### src/rtl/control_sequencer_if.sv
// Sequencer <-> instruction memory / ALU datapath bundle; master is the sequencer.
// Instruction fetch uses req/valid; datapath controls are single-cycle strobes.
interface control_sequencer_if #(
  parameter int DATA_WIDTH    = 32,
  parameter int ADDRESS_WIDTH = 5
);
  logic                     instr_req;
  logic [DATA_WIDTH-1:0]    instr_addr;
  logic                     instr_valid;
  logic [DATA_WIDTH-1:0]    instr_data;
  logic [2:0]               ALUctrl;
  logic                     ALUsrc;
  logic [ADDRESS_WIDTH-1:0] rs1;
  logic [ADDRESS_WIDTH-1:0] rs2;
  logic [ADDRESS_WIDTH-1:0] rd;
  logic                     RegWrite;
  logic [DATA_WIDTH-1:0]    ImmOp;
  logic                     EQ;

  modport master (
    output instr_req, instr_addr, ALUctrl, ALUsrc, rs1, rs2, rd, RegWrite, ImmOp,
    input  instr_valid, instr_data, EQ
  );

  modport slave (
    input  instr_req, instr_addr, ALUctrl, ALUsrc, rs1, rs2, rd, RegWrite, ImmOp,
    output instr_valid, instr_data, EQ
  );
endinterface

### src/rtl/control_sequencer.sv
// Multi-cycle RV32I subset controller (ADDI/ADD/SUB/BEQ/BNE): FETCH->DECODE->EXECUTE,
// 3 cycles per instruction plus one per memory wait cycle; stalls in FETCH until instr_valid.
module control_sequencer #(
  parameter int                    DATA_WIDTH    = 32,
  parameter int                    ADDRESS_WIDTH = 5,
  parameter logic [DATA_WIDTH-1:0] RESET_PC      = 32'h0000_0000
) (
  input  logic                  clk,
  input  logic                  rst,
  control_sequencer_if.master   bus,
  output logic [DATA_WIDTH-1:0] pc,
  output logic [DATA_WIDTH-1:0] instret,
  output logic                  halted
);

  typedef enum logic [1:0] {FETCH, DECODE, EXECUTE, TRAP} state_t;

  localparam logic [2:0]            ALU_ADD = 3'b000;
  localparam logic [2:0]            ALU_SUB = 3'b001;
  localparam logic [DATA_WIDTH-1:0] PC_STEP = DATA_WIDTH'(4);
  localparam logic [DATA_WIDTH-1:0] ONE     = DATA_WIDTH'(1);

  state_t                   state;
  logic [DATA_WIDTH-1:0]    ir;
  logic [2:0]               alu_ctrl_q;
  logic                     alu_src_q;
  logic [DATA_WIDTH-1:0]    imm_q;
  logic                     reg_write_q;
  logic [ADDRESS_WIDTH-1:0] rs1_q, rs2_q, rd_q;
  logic [DATA_WIDTH-1:0]    br_off;
  logic                     br_eq, br_ne;

  logic [6:0]               opcode;
  logic [2:0]               funct3;
  logic [6:0]               funct7;
  logic                     dec_addi, dec_add, dec_sub, dec_beq, dec_bne, dec_legal;
  logic [DATA_WIDTH-1:0]    i_imm, b_imm;

  always_comb begin
    opcode    = ir[6:0];
    funct3    = ir[14:12];
    funct7    = ir[31:25];
    dec_addi  = (opcode == 7'b0010011) && (funct3 == 3'b000);
    dec_add   = (opcode == 7'b0110011) && (funct3 == 3'b000) && (funct7 == 7'b0000000);
    dec_sub   = (opcode == 7'b0110011) && (funct3 == 3'b000) && (funct7 == 7'b0100000);
    dec_beq   = (opcode == 7'b1100011) && (funct3 == 3'b000);
    dec_bne   = (opcode == 7'b1100011) && (funct3 == 3'b001);
    dec_legal = dec_addi | dec_add | dec_sub | dec_beq | dec_bne;
    i_imm     = {{(DATA_WIDTH-12){ir[31]}}, ir[31:20]};
    b_imm     = {{(DATA_WIDTH-13){ir[31]}}, ir[31], ir[7], ir[30:25], ir[11:8], 1'b0};
  end

  // Execute-stage controls are loaded on the DECODE->EXECUTE edge so they are
  // registered and valid for exactly the EXECUTE cycle.
  always_ff @(posedge clk or posedge rst) begin
    if (rst) begin
      state       <= FETCH;
      pc          <= RESET_PC;
      ir          <= '0;
      instret     <= '0;
      halted      <= 1'b0;
      alu_ctrl_q  <= ALU_ADD;
      alu_src_q   <= 1'b0;
      imm_q       <= '0;
      reg_write_q <= 1'b0;
      rs1_q       <= '0;
      rs2_q       <= '0;
      rd_q        <= '0;
      br_off      <= '0;
      br_eq       <= 1'b0;
      br_ne       <= 1'b0;
    end else begin
      case (state)
        FETCH: begin
          if (bus.instr_valid) begin
            ir    <= bus.instr_data;
            state <= DECODE;
          end
        end
        DECODE: begin
          rs1_q  <= ir[19:15];
          rs2_q  <= ir[24:20];
          rd_q   <= ir[11:7];
          br_off <= b_imm;
          br_eq  <= dec_beq;
          br_ne  <= dec_bne;
          if (dec_legal) begin
            state       <= EXECUTE;
            alu_ctrl_q  <= (dec_sub | dec_beq | dec_bne) ? ALU_SUB : ALU_ADD;
            alu_src_q   <= dec_addi;
            imm_q       <= dec_addi ? i_imm : '0;
            reg_write_q <= (dec_addi | dec_add | dec_sub) && (ir[11:7] != 5'd0);
          end else begin
            state  <= TRAP;
            halted <= 1'b1;
          end
        end
        EXECUTE: begin
          alu_ctrl_q  <= ALU_ADD;
          alu_src_q   <= 1'b0;
          imm_q       <= '0;
          reg_write_q <= 1'b0;
          instret     <= instret + ONE;
          if ((br_eq & bus.EQ) | (br_ne & ~bus.EQ))
            pc <= pc + br_off;
          else
            pc <= pc + PC_STEP;
          state <= FETCH;
        end
        TRAP: begin
          halted <= 1'b1;
        end
        default: begin
          state  <= TRAP;
          halted <= 1'b1;
        end
      endcase
    end
  end

  assign bus.instr_req  = (state == FETCH);
  assign bus.instr_addr = pc;
  assign bus.ALUctrl    = alu_ctrl_q;
  assign bus.ALUsrc     = alu_src_q;
  assign bus.ImmOp      = imm_q;
  assign bus.RegWrite   = reg_write_q;
  assign bus.rs1        = rs1_q;
  assign bus.rs2        = rs2_q;
  assign bus.rd         = rd_q;

endmodule

### src/flat_wrapper.sv
// flat-port wrapper written by rule: the top's interface ports become plain ports
module control_sequencer_flat 
#(
  parameter int                    DATA_WIDTH    = 32,
  parameter int                    ADDRESS_WIDTH = 5,
  parameter logic [DATA_WIDTH-1:0] RESET_PC      = 32'h0000_0000
)
  (clk, rst, pc, instret, halted, bus_instr_req, bus_instr_addr, bus_ALUctrl, bus_ALUsrc, bus_rs1, bus_rs2, bus_rd, bus_RegWrite, bus_ImmOp, bus_instr_valid, bus_instr_data, bus_EQ);
  control_sequencer_if #(.DATA_WIDTH(DATA_WIDTH), .ADDRESS_WIDTH(ADDRESS_WIDTH)) bus_i ();
  input  logic clk;
  input  logic rst;
  output logic [DATA_WIDTH-1:0] pc;
  output logic [DATA_WIDTH-1:0] instret;
  output logic halted;
  output wire logic [$bits(bus_i.instr_req)-1:0] bus_instr_req;
  output wire logic [$bits(bus_i.instr_addr)-1:0] bus_instr_addr;
  output wire logic [$bits(bus_i.ALUctrl)-1:0] bus_ALUctrl;
  output wire logic [$bits(bus_i.ALUsrc)-1:0] bus_ALUsrc;
  output wire logic [$bits(bus_i.rs1)-1:0] bus_rs1;
  output wire logic [$bits(bus_i.rs2)-1:0] bus_rs2;
  output wire logic [$bits(bus_i.rd)-1:0] bus_rd;
  output wire logic [$bits(bus_i.RegWrite)-1:0] bus_RegWrite;
  output wire logic [$bits(bus_i.ImmOp)-1:0] bus_ImmOp;
  input wire logic [$bits(bus_i.instr_valid)-1:0] bus_instr_valid;
  input wire logic [$bits(bus_i.instr_data)-1:0] bus_instr_data;
  input wire logic [$bits(bus_i.EQ)-1:0] bus_EQ;
  assign bus_instr_req = bus_i.instr_req;
  assign bus_instr_addr = bus_i.instr_addr;
  assign bus_ALUctrl = bus_i.ALUctrl;
  assign bus_ALUsrc = bus_i.ALUsrc;
  assign bus_rs1 = bus_i.rs1;
  assign bus_rs2 = bus_i.rs2;
  assign bus_rd = bus_i.rd;
  assign bus_RegWrite = bus_i.RegWrite;
  assign bus_ImmOp = bus_i.ImmOp;
  assign bus_i.instr_valid = bus_instr_valid;
  assign bus_i.instr_data = bus_instr_data;
  assign bus_i.EQ = bus_EQ;
  control_sequencer #(.DATA_WIDTH(DATA_WIDTH), .ADDRESS_WIDTH(ADDRESS_WIDTH), .RESET_PC(RESET_PC)) u_core (.clk(clk), .rst(rst), .bus(bus_i), .pc(pc), .instret(instret), .halted(halted));
endmodule
### config.mk
export PLATFORM = sky130hd
export DESIGN_NAME = control_sequencer_flat
export DESIGN_NICKNAME = d
export VERILOG_FILES = /design/src/rtl/control_sequencer_if.sv /design/src/rtl/control_sequencer.sv /design/src/flat_wrapper.sv
export SDC_FILE = /design/constraint.sdc
export NUM_CORES = 1
export LEC_CHECK = 0
export CAP_MARGIN = 0
export CORE_MARGIN = 2
export CORE_UTILIZATION = 55
export CTS_CLUSTER_SIZE = 12
export DETAILED_ROUTE_END_ITERATION = 8
export PLACE_DENSITY = 0.86
export SYNTH_ARGS = -nofsm -noshare
export SYNTH_HDL_FRONTEND = slang
export SYNTH_SLANG_ARGS = --single-unit
### constraint.sdc
create_clock -name clk -period 7.3 [get_ports clk]
set_clock_uncertainty 0.1 [all_clocks]
set_input_delay 1.46 -clock clk [delete_from_list [all_inputs] [get_ports clk]]
set_output_delay 1.46 -clock clk [all_outputs]
set_load 0.05 [all_outputs]
==> results.md <==
- Outcome: finished clean
- Final number of max-transition violations: 0
- Class of the most critical hold timing path: reg2reg
- Worst vdd ir: about 0.16 mV
- Final worst slack: ~3.7 ns
- Area share of fa/ha/maj cells after synthesis: 5.89%
- Vias per cell: ~6
- Die W: roughly 130 µm
- Syn. warnings: 0
- Syn Area/Cell: about 9.5 µm²
- Vias in the first global route: between 6,000 and 7,000
- Compound-cell area share of the yosys netlist: between 15 and 20%
- Clock-pin slew of the registers on the worst-case setup and hold paths: ~0.06 ns
- Post-cts hold buffer count: 0
- Routed length per instance: ~18 µm
- Static leakage: roughly 0.0047 µW
- Share of final-layout standard cells stronger than drive strength 1: 10.6%
- Setup slack of the worst register-to-register path: between 4 and 5 ns
- Layout overhead on the synthesized area: 25.8%
- Levels on crit path: 1
- Number of sinks on the clock net: between 100 and 150
- Count of max-cap constraint violations: 0
- Ys async rst share: 100%
- Clock root buffer master: clkbuf_16
- R2R cell count: 9
- Post-detailed-route DRC marker count: 0
- TritonCTS buffer count: 17
- Antenna viol nets, final: 0
- Slew @ Worst Pin: a little over 0.9 ns
- Die Outline Area: about 16,000 µm²
- Arrival time of the worst setup path: between 2 and 2.5 ns
- Die Span Y: approximately 130 µm
- Type of origin of the critical path: register
- Dominant combinational cell family by area after synthesis: compound AO/OA/AOI/OAI gates
- Total routing resource utilization after global routing: 25.5%
- Final critical-path required period: between 3 and 4 ns
- Total half-perimeter wirelength after legalization and detailed placement: around 14 mm
- # nets final: 1,052
- Count of instances resized after the clock tree is built: 0
- Antenna Diode Count: 0
- Peak Freq: about 270 MHz
- Maximum count of clock buffers along a single path: 2
- Critical path capture point type: primary output
- Crit path max-delay family: buffers and inverters
- Cell row count: 44
- Number of H-tree levels: 4
- Final cycle utilization of the critical path: 49.8%
- Maximum fanout along the worst path: 22
- Unrepaired setup endpoints after global routing: false
- P per Cell Area: roughly 160 nW/µm²
- DRT Wirelength: roughly 21 mm
- Core region area: ~15,000 µm²
- Global-route wire length before repair: 32.9 mm
- IO Pins: between 150 and 200
- Final setup violating endpoints: 0
- Leftover overflow at the end of global routing: 0
- Cell Chain, Critical Path: clkdlybuf4s50_1
- Top flip-flop cell by instance count after synthesis: dfrtp_1
- Mapped Area: ~8000 µm²
- Path type of the worst setup path: reg2out
- Port Buffers: roughly 180
- Total setup buffers inserted after CTS: 0
- Initial antenna violation count: 0
- Final-report hold violation count: 0
- Buf+Inv Stages, Crit Path: 1
- Share of synthesized area spent on multiplexers: around 8.4%
- Global placer's final weighted congestion: between 0.9 and 1
- Sequential-to-total area share from yosys stat: around two fifths
- Number of enable-type register cells in the synthesized netlist: 0
- Largest net degree at the start of global routing: 75
- Cell depth of the worst hold path: 2
- Crit path largest cell delay: 0.94 ns
- Initial Utilization: 56.4%
- Post-Synthesis Cells: 860
- Setup_tns: 0 ns
- Latest clock arrival within the worst-skew pair: 0.42 ns
- Worst-case setup slack after placement: 3.60 ns
- CTS tree: built
- Number of synthesized register bits: 137
- Cell with the biggest individual delay on the critical path: clkdlybuf4s50_1
- Area share of and/or/nand/nor cells after synthesis: between 10 and 15%
- Worst path required time: 5.74 ns
- Iteration-0 DRC count of the detailed router: between 500 and 600
- Synth cell types: 60
- Via count: about 6,900
- Number of iterations in the first detailed-routing pass: 5
- Cell Count, Final, Fillers Out: 1,174
- Cell count after placement: 1,143
- XOR/XNOR Fraction of Synth Area: 5.87%
- Slew headroom: 37.7%
[layout by cell type (no fill, tap or decap), types with 6 or more instances in the layout]
| cell type | n |
|---|---|
| nand3_1 | 30 |
| and3_1 | 20 |
| a22o_1 | 13 |
| nor4_1 | 6 |
| nand4_1 | 14 |
| a31oi_1 | 6 |
| clkbuf_16 | 17 |
| ha_1 | 36 |
| a21oi_1 | 79 |
| dfrtp_1 | 137 |
| a21o_1 | 11 |
| o21ai_0 | 30 |
| nor2b_1 | 6 |
| nand2_1 | 98 |
| inv_1 | 13 |
| clkdlybuf4s50_1 | 181 |
| mux2_2 | 55 |
| nor2_1 | 53 |
| xnor2_1 | 40 |
| o21ai_1 | 15 |
| o22ai_1 | 6 |
| nor3_1 | 16 |
| mux2i_1 | 6 |
| xor2_1 | 15 |
| inv_6 | 6 |
[registers in the layout, indices dropped and copies added, names as in the netlist, 2 cells and up]
| signal | cells |
|---|---|
| u_core.instret | 32 |
| u_core.ir | 32 |
| u_core.bus.instr_addr | 31 |
| u_core.bus.ImmOp | 12 |
| u_core.br_off | 8 |
| u_core.bus.rs1 | 5 |
| u_core.bus.rs2 | 5 |
| u_core.bus.rd | 4 |
| u_core.state | 2 |
[kinds of logic after synthesis]
family / Yosys count
xor+xnor: 55
flops: 137
compound gates: 203
simple gates: 260
other cells: 1
fa+ha+maj: 38
buf+inv: 104
mux: 62
[routing by layer]
metal  GRT usage (%)  wire (µm)  vias to the layer above
met2            42.3       9990                      258
met5               0          0                        -
met3            5.95       1380                       46
li1                -          -                     3247
met4            8.40        403                        0
met1            33.2       8770                     3359
[stage by stage]
stage	hold slack (ns)	power, µW	utilization [%]	cell area (µm²)
finish	0.375	1630	71.0	10300
global route	0.408	1680	71.0	10300
CTS	0.378	1640	71.0	10300
detailed placement	0.360	814	67.1	9750
global placement	0.362	813	67.1	9750
floorplan	0.361	791	-	8220
[power by group]
part,switching (µW),internal [µW],total [µW]
sequential,0,759,759
clock,344,491,834
combinational,22.0,17.2,39.2
total,366,1270,1630
[cell usage after synthesis, types with 3 or more instances]
cell      number  area share (%)
dfrtp_1      137              42
nand2_1       98             4.5
a21oi_1       79             4.8
buf_4         60             5.5
mux2_2        55             7.5
nor2_1        53             2.4
xnor2_1       40             4.3
ha_1          37             5.6
nand3_1       30             1.8
o21ai_0       30             1.8
clkbuf_1      22             1.0
and3_1        20             1.5
nor3_1        16            0.98
o21ai_1       15            0.92
xor2_1        15             1.6
inv_1         14            0.64
nand4_1       14             1.1
a22o_1        13             1.4
a21o_1        11             1.0
buf_1          7            0.32
mux2i_1        7            0.85
a31oi_1        6            0.46
nor2b_1        6            0.46
nor4_1         6            0.46
o22ai_1        6            0.46
a211oi_1       5            0.46
and2_1         5            0.38
o31ai_1        5            0.46
o21a_1         4            0.37
o211a_1        3            0.37
o211ai_1       3            0.27
[worst paths after layout]
check                                            end                 start
setup / recovery                       bus_ImmOp[27]  u_core.bus.ImmOp[30]
hold / removal                         u_core.halted         u_core.halted
setup reg to reg           u_core.bus.instr_addr[31]     u_core.br_off[12]
hold reg to reg                        u_core.halted         u_core.halted
max in group asynchronous  u_core.bus.instr_addr[19]                   rst
min in group asynchronous          u_core.instret[7]                   rst
[cell type report]
cell class | instances | area [µm²]
fillers | 1079 | 4220
inverters | 14 | 57.6
clock inverters | 11 | 111
clock buffers | 20 | 457
well taps | 184 | 230
multi-input cells | 622 | 4190
repair buffers | 186 | 1850
flip-flops and latches | 137 | 3430
(Power assumes the default switching activity.)
==> variant 1, RTL diff (config.mk and constraints unchanged) <==
Put one more register stage on the output `instret`, cleared by the reset. The value now appears one clock later. The other outputs are not delayed to match.
--- a/src/rtl/control_sequencer.sv
+++ b/src/rtl/control_sequencer.sv
@@ -19,6 +19,8 @@
   localparam logic [2:0]            ALU_SUB = 3'b001;
   localparam logic [DATA_WIDTH-1:0] PC_STEP = DATA_WIDTH'(4);
   localparam logic [DATA_WIDTH-1:0] ONE     = DATA_WIDTH'(1);
+
+  logic [DATA_WIDTH-1:0] instret_s0;
 
   state_t                   state;
   logic [DATA_WIDTH-1:0]    ir;
@@ -57,7 +59,7 @@
       state       <= FETCH;
       pc          <= RESET_PC;
       ir          <= '0;
-      instret     <= '0;
+      instret_s0  <= '0;
       halted      <= 1'b0;
       alu_ctrl_q  <= ALU_ADD;
       alu_src_q   <= 1'b0;
@@ -100,7 +102,7 @@
           alu_src_q   <= 1'b0;
           imm_q       <= '0;
           reg_write_q <= 1'b0;
-          instret     <= instret + ONE;
+          instret_s0  <= instret_s0 + ONE;
           if ((br_eq & bus.EQ) | (br_ne & ~bus.EQ))
             pc <= pc + br_off;
           else
@@ -128,5 +130,13 @@
   assign bus.rs2        = rs2_q;
   assign bus.rd         = rd_q;
 
+  always_ff @(posedge clk or posedge rst) begin
+    if (rst) begin
+      instret <= '0;
+    end else begin
+      instret <= instret_s0;
+    end
+  end
+
 endmodule
 
Behaviour: not the same (a bounded check fails within 4 cycles, from zero or initial values and one cycle with rst high).
==> variant 1 against the original RTL <==
- total power up 16%
- combinational power grew 6.6%
- routed wire length increased by 5.2%
- final area rose by 8.3%
- critical path type unchanged
- sequential cell count increased by 32
- worst setup slack worse by 0.074 ns
- area after synthesis is 9.4% higher
- die area up 9.1%
- critical endpoint is now bus_ImmOp[22]
==> variant 1: results (changes against the original RTL) <==
| Metric | Value |
|---|---|
| Outcome | finished, final reports clean |
| Setup WS post-layout | 3.587 ns (-0.07396 ns) |
| Buffering overhead | 16.68% (-1.2 points) |
| Mux share of post-synthesis cell area | 7.499% (-0.90 points) |
| Sequential share of cell area | 37.85% (+4.6 points) |
| Num Clock Sinks | 169 (+23%) |
| Largest net degree at the start of global routing | 109 (+45%) |
| Multi-input gates | 579 (-6.9%) |
| Switch Pwr | 472.4 uW (+29%) |
| Worst hold slack | 0.2806 ns (-0.09468 ns) |
| Placed Area | 10,550 sq um (+8.2%) |
| Leakage power | 0.005140 uW (+8.6%) |
| WP data arrival | 2.15 ns (+0.07 ns) |
| GPL Wtd Cong | 0.9057 (-0.15%) |
| Met3 WL | 1.585 mm (+15%) |
| Routed wl met2 | 10.89 mm (+9.0%) |
| Final core area utilization | 70.09% (-0.91 points) |
| Share of cells above drive strength 1 | 12.65% (+2.0 points) |
| Overall Global Routing Usage | 24.95% (-0.55 points) |
| Inverter count | 20 (+6) |
| Sequential area share after synthesis | 47.11% (+5.3 points) |
| Register area | 4229 sq um (+23%) |
| ClkCell Share | 5.565% (+0.060 points) |
| Top post-synthesis cells by count | dfrtp_1, nand2_1, a21oi_1 |
| Worst hold endpoint | u_core.instret[11]$_DFF_PP0_ |
| Clock slew at reported path FFs | 0.08 ns (+0.02 ns) |
| Post-Synth XOR/XNOR Area | 5.367% (-0.50 points) |
| GR Util met2 | 42.41% (+0.093 points) |
| Vias in the first global route | 6,868 (+5.4%) |
| Reg2Reg Launch Point | u_core.bus.instr_addr[2]$_DFFE_PP0N_ |
-- variant 1: changes by cell type in the layout (fill, tap and decap cells not counted), moves of 8 or more --
cell / delta
nor2_1: -8
o21ai_0: +11
o21ai_1: -12
and3_1: -10
a21oi_1: -15
nor3_1: -9
dfrtp_1: +32
nand2_1: -23
-- variant 1: power by group through the flow --
stage | sequential [uW] | clock (uW) | combinational (uW)
6_report | 935 | 918 | 41.8
5_1_grt | 935 | 965 | 47.2
4_1_cts | 935 | 927 | 43.3
3_5_place_dp | 954 | 0 | 43.2
3_3_place_gp | 954 | 0 | 42.8
2_1_floorplan | 954 | 0 | 20.1
-- variant 1: cell families (layout without fill, tap and decap cells) --
family	Yosys count	count (layout)
buffers and inverters	108	240
AOI/OAI and AO/OA	199	199
other	1	4
muxes	60	60
adders and majority gates	38	38
xor gates and xnor gates	55	55
DFF	169	169
and+or+nand+nor	223	223
==> variant 2, RTL diff (same flow settings) <==
Without the edit above. `DATA_WIDTH` is set to 32 in 3 places; all go to 36.
--- a/src/rtl/control_sequencer_if.sv
+++ b/src/rtl/control_sequencer_if.sv
@@ -1,7 +1,7 @@
 // Sequencer <-> instruction memory / ALU datapath bundle; master is the sequencer.
 // Instruction fetch uses req/valid; datapath controls are single-cycle strobes.
 interface control_sequencer_if #(
-  parameter int DATA_WIDTH    = 32,
+  parameter int DATA_WIDTH    = 36,
   parameter int ADDRESS_WIDTH = 5
 );
   logic                     instr_req;
--- a/src/rtl/control_sequencer.sv
+++ b/src/rtl/control_sequencer.sv
@@ -1,7 +1,7 @@
 // Multi-cycle RV32I subset controller (ADDI/ADD/SUB/BEQ/BNE): FETCH->DECODE->EXECUTE,
 // 3 cycles per instruction plus one per memory wait cycle; stalls in FETCH until instr_valid.
 module control_sequencer #(
-  parameter int                    DATA_WIDTH    = 32,
+  parameter int                    DATA_WIDTH    = 36,
   parameter int                    ADDRESS_WIDTH = 5,
   parameter logic [DATA_WIDTH-1:0] RESET_PC      = 32'h0000_0000
 ) (
--- a/src/flat_wrapper.sv
+++ b/src/flat_wrapper.sv
@@ -1,7 +1,7 @@
 // flat-port wrapper written by rule: the top's interface ports become plain ports
 module control_sequencer_flat 
 #(
-  parameter int                    DATA_WIDTH    = 32,
+  parameter int                    DATA_WIDTH    = 36,
   parameter int                    ADDRESS_WIDTH = 5,
   parameter logic [DATA_WIDTH-1:0] RESET_PC      = 32'h0000_0000
 )
Interface: changed (5 resized); port bits go from 186 to 206. No check against the original RTL was run, so the function may have changed too.
==> variant 2 against the original RTL <==
- routed wire length rose by 8.1%
- worst setup slack got worse by 0.060 ns
- combinational power rose by 2%
- cell count rose by 8.1%
- synthesized cell count rose by 6.5%
- area after synthesis rose by 8.4%
- non-clock buffer count rose by 17
- final area rose by 8.4%
- total power rose by 6.0%
- count of clock-buffer cells in the layout fell by 2
- via count rose by 7.1%
- hold slack improved by 0.0025 ns
- sequential cell count rose by 8
- utilization fell by 0.35 points
- largest power group unchanged
==> variant 2: results (changes against the original RTL) <==
| Metric | Value |
|---|---|
| Reg2reg end | u_core.bus.instr_addr[34]$_DFFE_PP0N_ |
| Worst Setup EP | bus_ImmOp[32] |
| Detailed Route Iter0 Violations | 497 (-9.0%) |
| Reg2Reg Launch Point | u_core.bus.instr_addr[11]$_DFFE_PP0N_ |
| Sequential area share after synthesis | 40.82% (-0.97 points) |
| CP Class | flip-flop to output port |
| Post-Route WL | 22.21 mm (+8.1%) |
| Yosys warnings | 0 (unchanged) |
| Least-Margin Pin Slew | 1.290 ns (+0.3550 ns) |
| First-pass GRT wire length | 36.47 mm (+11%) |
| Clock slew at reported path FFs | 0.07 ns |
| Tmin final | 3.699 ns (+0.06020 ns) |
| GPL Wtd Cong | 0.8752 (-3.5%) |
| Final nets | 1,122 (+6.7%) |
| Worst Setup SP | u_core.bus.ImmOp[34]$_DFFE_PP0P_ |
| Diodes inserted | 0 (unchanged) |
| CTS resizes | 0 (unchanged) |
| Total CTS buffers | 17 (unchanged) |
| Clock buffer depth | 2 (unchanged) |
| Post-CTS setup buffer count | 0 (unchanged) |
| Share of cells above drive strength 1 | 11.78% (+1.2 points) |
| R2R Setup Slk | 4.09 ns (+0.03 ns) |
| Top post-synthesis cells by count | dfrtp_1, nand2_1, a21oi_1 |
| Hold depth | 1 (-1) |
| Vias in the first global route | 7,028 (+7.9%) |
| CP max-delay cell | clkdlybuf4s50_1 |
| Largest net degree at the start of global routing | 92 (+23%) |
| DPL Wire Length | 15.19 mm (+5.5%) |
| # H-tree levels | 4 (unchanged) |
| Post-route cell area | 11,180 sq um (+8.4%) |
| Crit-path max FO | 26 (+18%) |
| Initial antenna violation count | 0 (unchanged) |
| Max rail drop VDD | 189.7 uV (+21%) |
| Number of flip-flops in the largest register | 36 |
| Synth top area cells | dfrtp_1, mux2_2, ha_1 |
| Worst hold endpoint | u_core.instret[35]$_DFFE_PP0N_ |
| Hold path start | u_core.instret[35]$_DFFE_PP0N_ |
| Via count | 7,398 (+7.1%) |
| Netlist cell types | 76 (+27%) |
| Leakage power | 0.005040 uW (+6.5%) |
| Worst r2r path cells | 10 (+1) |
| DRT Pass-1 Iters | 8 (+3) |
| Top reg by flops | u_core.instret |
| Outcome | finished, final reports clean |
| WP data arrival | 2.14 ns (+0.06 ns) |
| Worst hold slack | 0.3778 ns (+0.002504 ns) |
| Port Buffers | 197 (+8.8%) |
| CP max stage delay | 0.94 ns (about the same) |
| Overall Global Routing Usage | 26.00% (+0.50 points) |
| Hold WC Path Type | flip-flop to flip-flop |
| Pre-CTS WS | 3.394 ns (-0.2097 ns) |
| Placed Area | 10,570 sq um (+8.4%) |
| Clock latency on the worst-skew pair | 0.43 ns |
## variant 2: changes by cell type after synthesis, moves of 9 or more
| cell | change |
|---|---|
| and3_1 | -9 |
| o21ai_0 | +13 |
| o21ai_1 | -14 |
| inv_1 | +9 |
| nand2_1 | -19 |
| a21o_1 | +10 |
## variant 2: report_power, final
group / leakage [uW] / internal, uW / switching, uW
sequential: 0.00200 / 803 / 0
combinational: 0.00275 / 17.2 / 22.9
clock: 0.000292 / 498 / 389
total: 0.00504 / 1320 / 412
## variant 2: layout make-up
| cell class | instances | area (sq um) |
|---|---|---|
| fill | 1146 | 4646 |
| multi-input combinational | 650 | 4567 |
| clock inverter | 14 | 168.9 |
| inverter | 23 | 91.34 |
| clock buffer | 18 | 439.2 |
| tap | 216 | 270.3 |
| timing repair buffer | 203 | 2017 |
| sequential | 145 | 3628 |
## variant 2: cells by family after synthesis
logic type,after synthesis,share of synthesized area (%)
AOI/OAI and AO/OA,236,17.07
xor gates and xnor gates,61,6.010
adders and majority gates,42,5.996
buffers and inverters,124,8.177
DFF,145,40.82
muxes,61,7.657
other,1,0.04218
and+or+nand+nor,246,14.23
## variant 2: through the flow
stage / utilization (%) / cells
2_1_floorplan: - / 919
3_3_place_gp: 66.81 / 1237
3_5_place_dp: 66.81 / 1237
4_1_cts: 70.65 / 1269
5_1_grt: 70.65 / 1269
6_report: 70.65 / 1269
## variant 2: per-layer routing
metal  wire length (microns)  global-route usage, %  vias up
met4                     667                  11.47        0
li1                        -                      -     3482
met3                    1477                  6.327       50
met1                    9433                  33.12     3588
met5                       0                      0        -
met2                   10630                  42.31      278
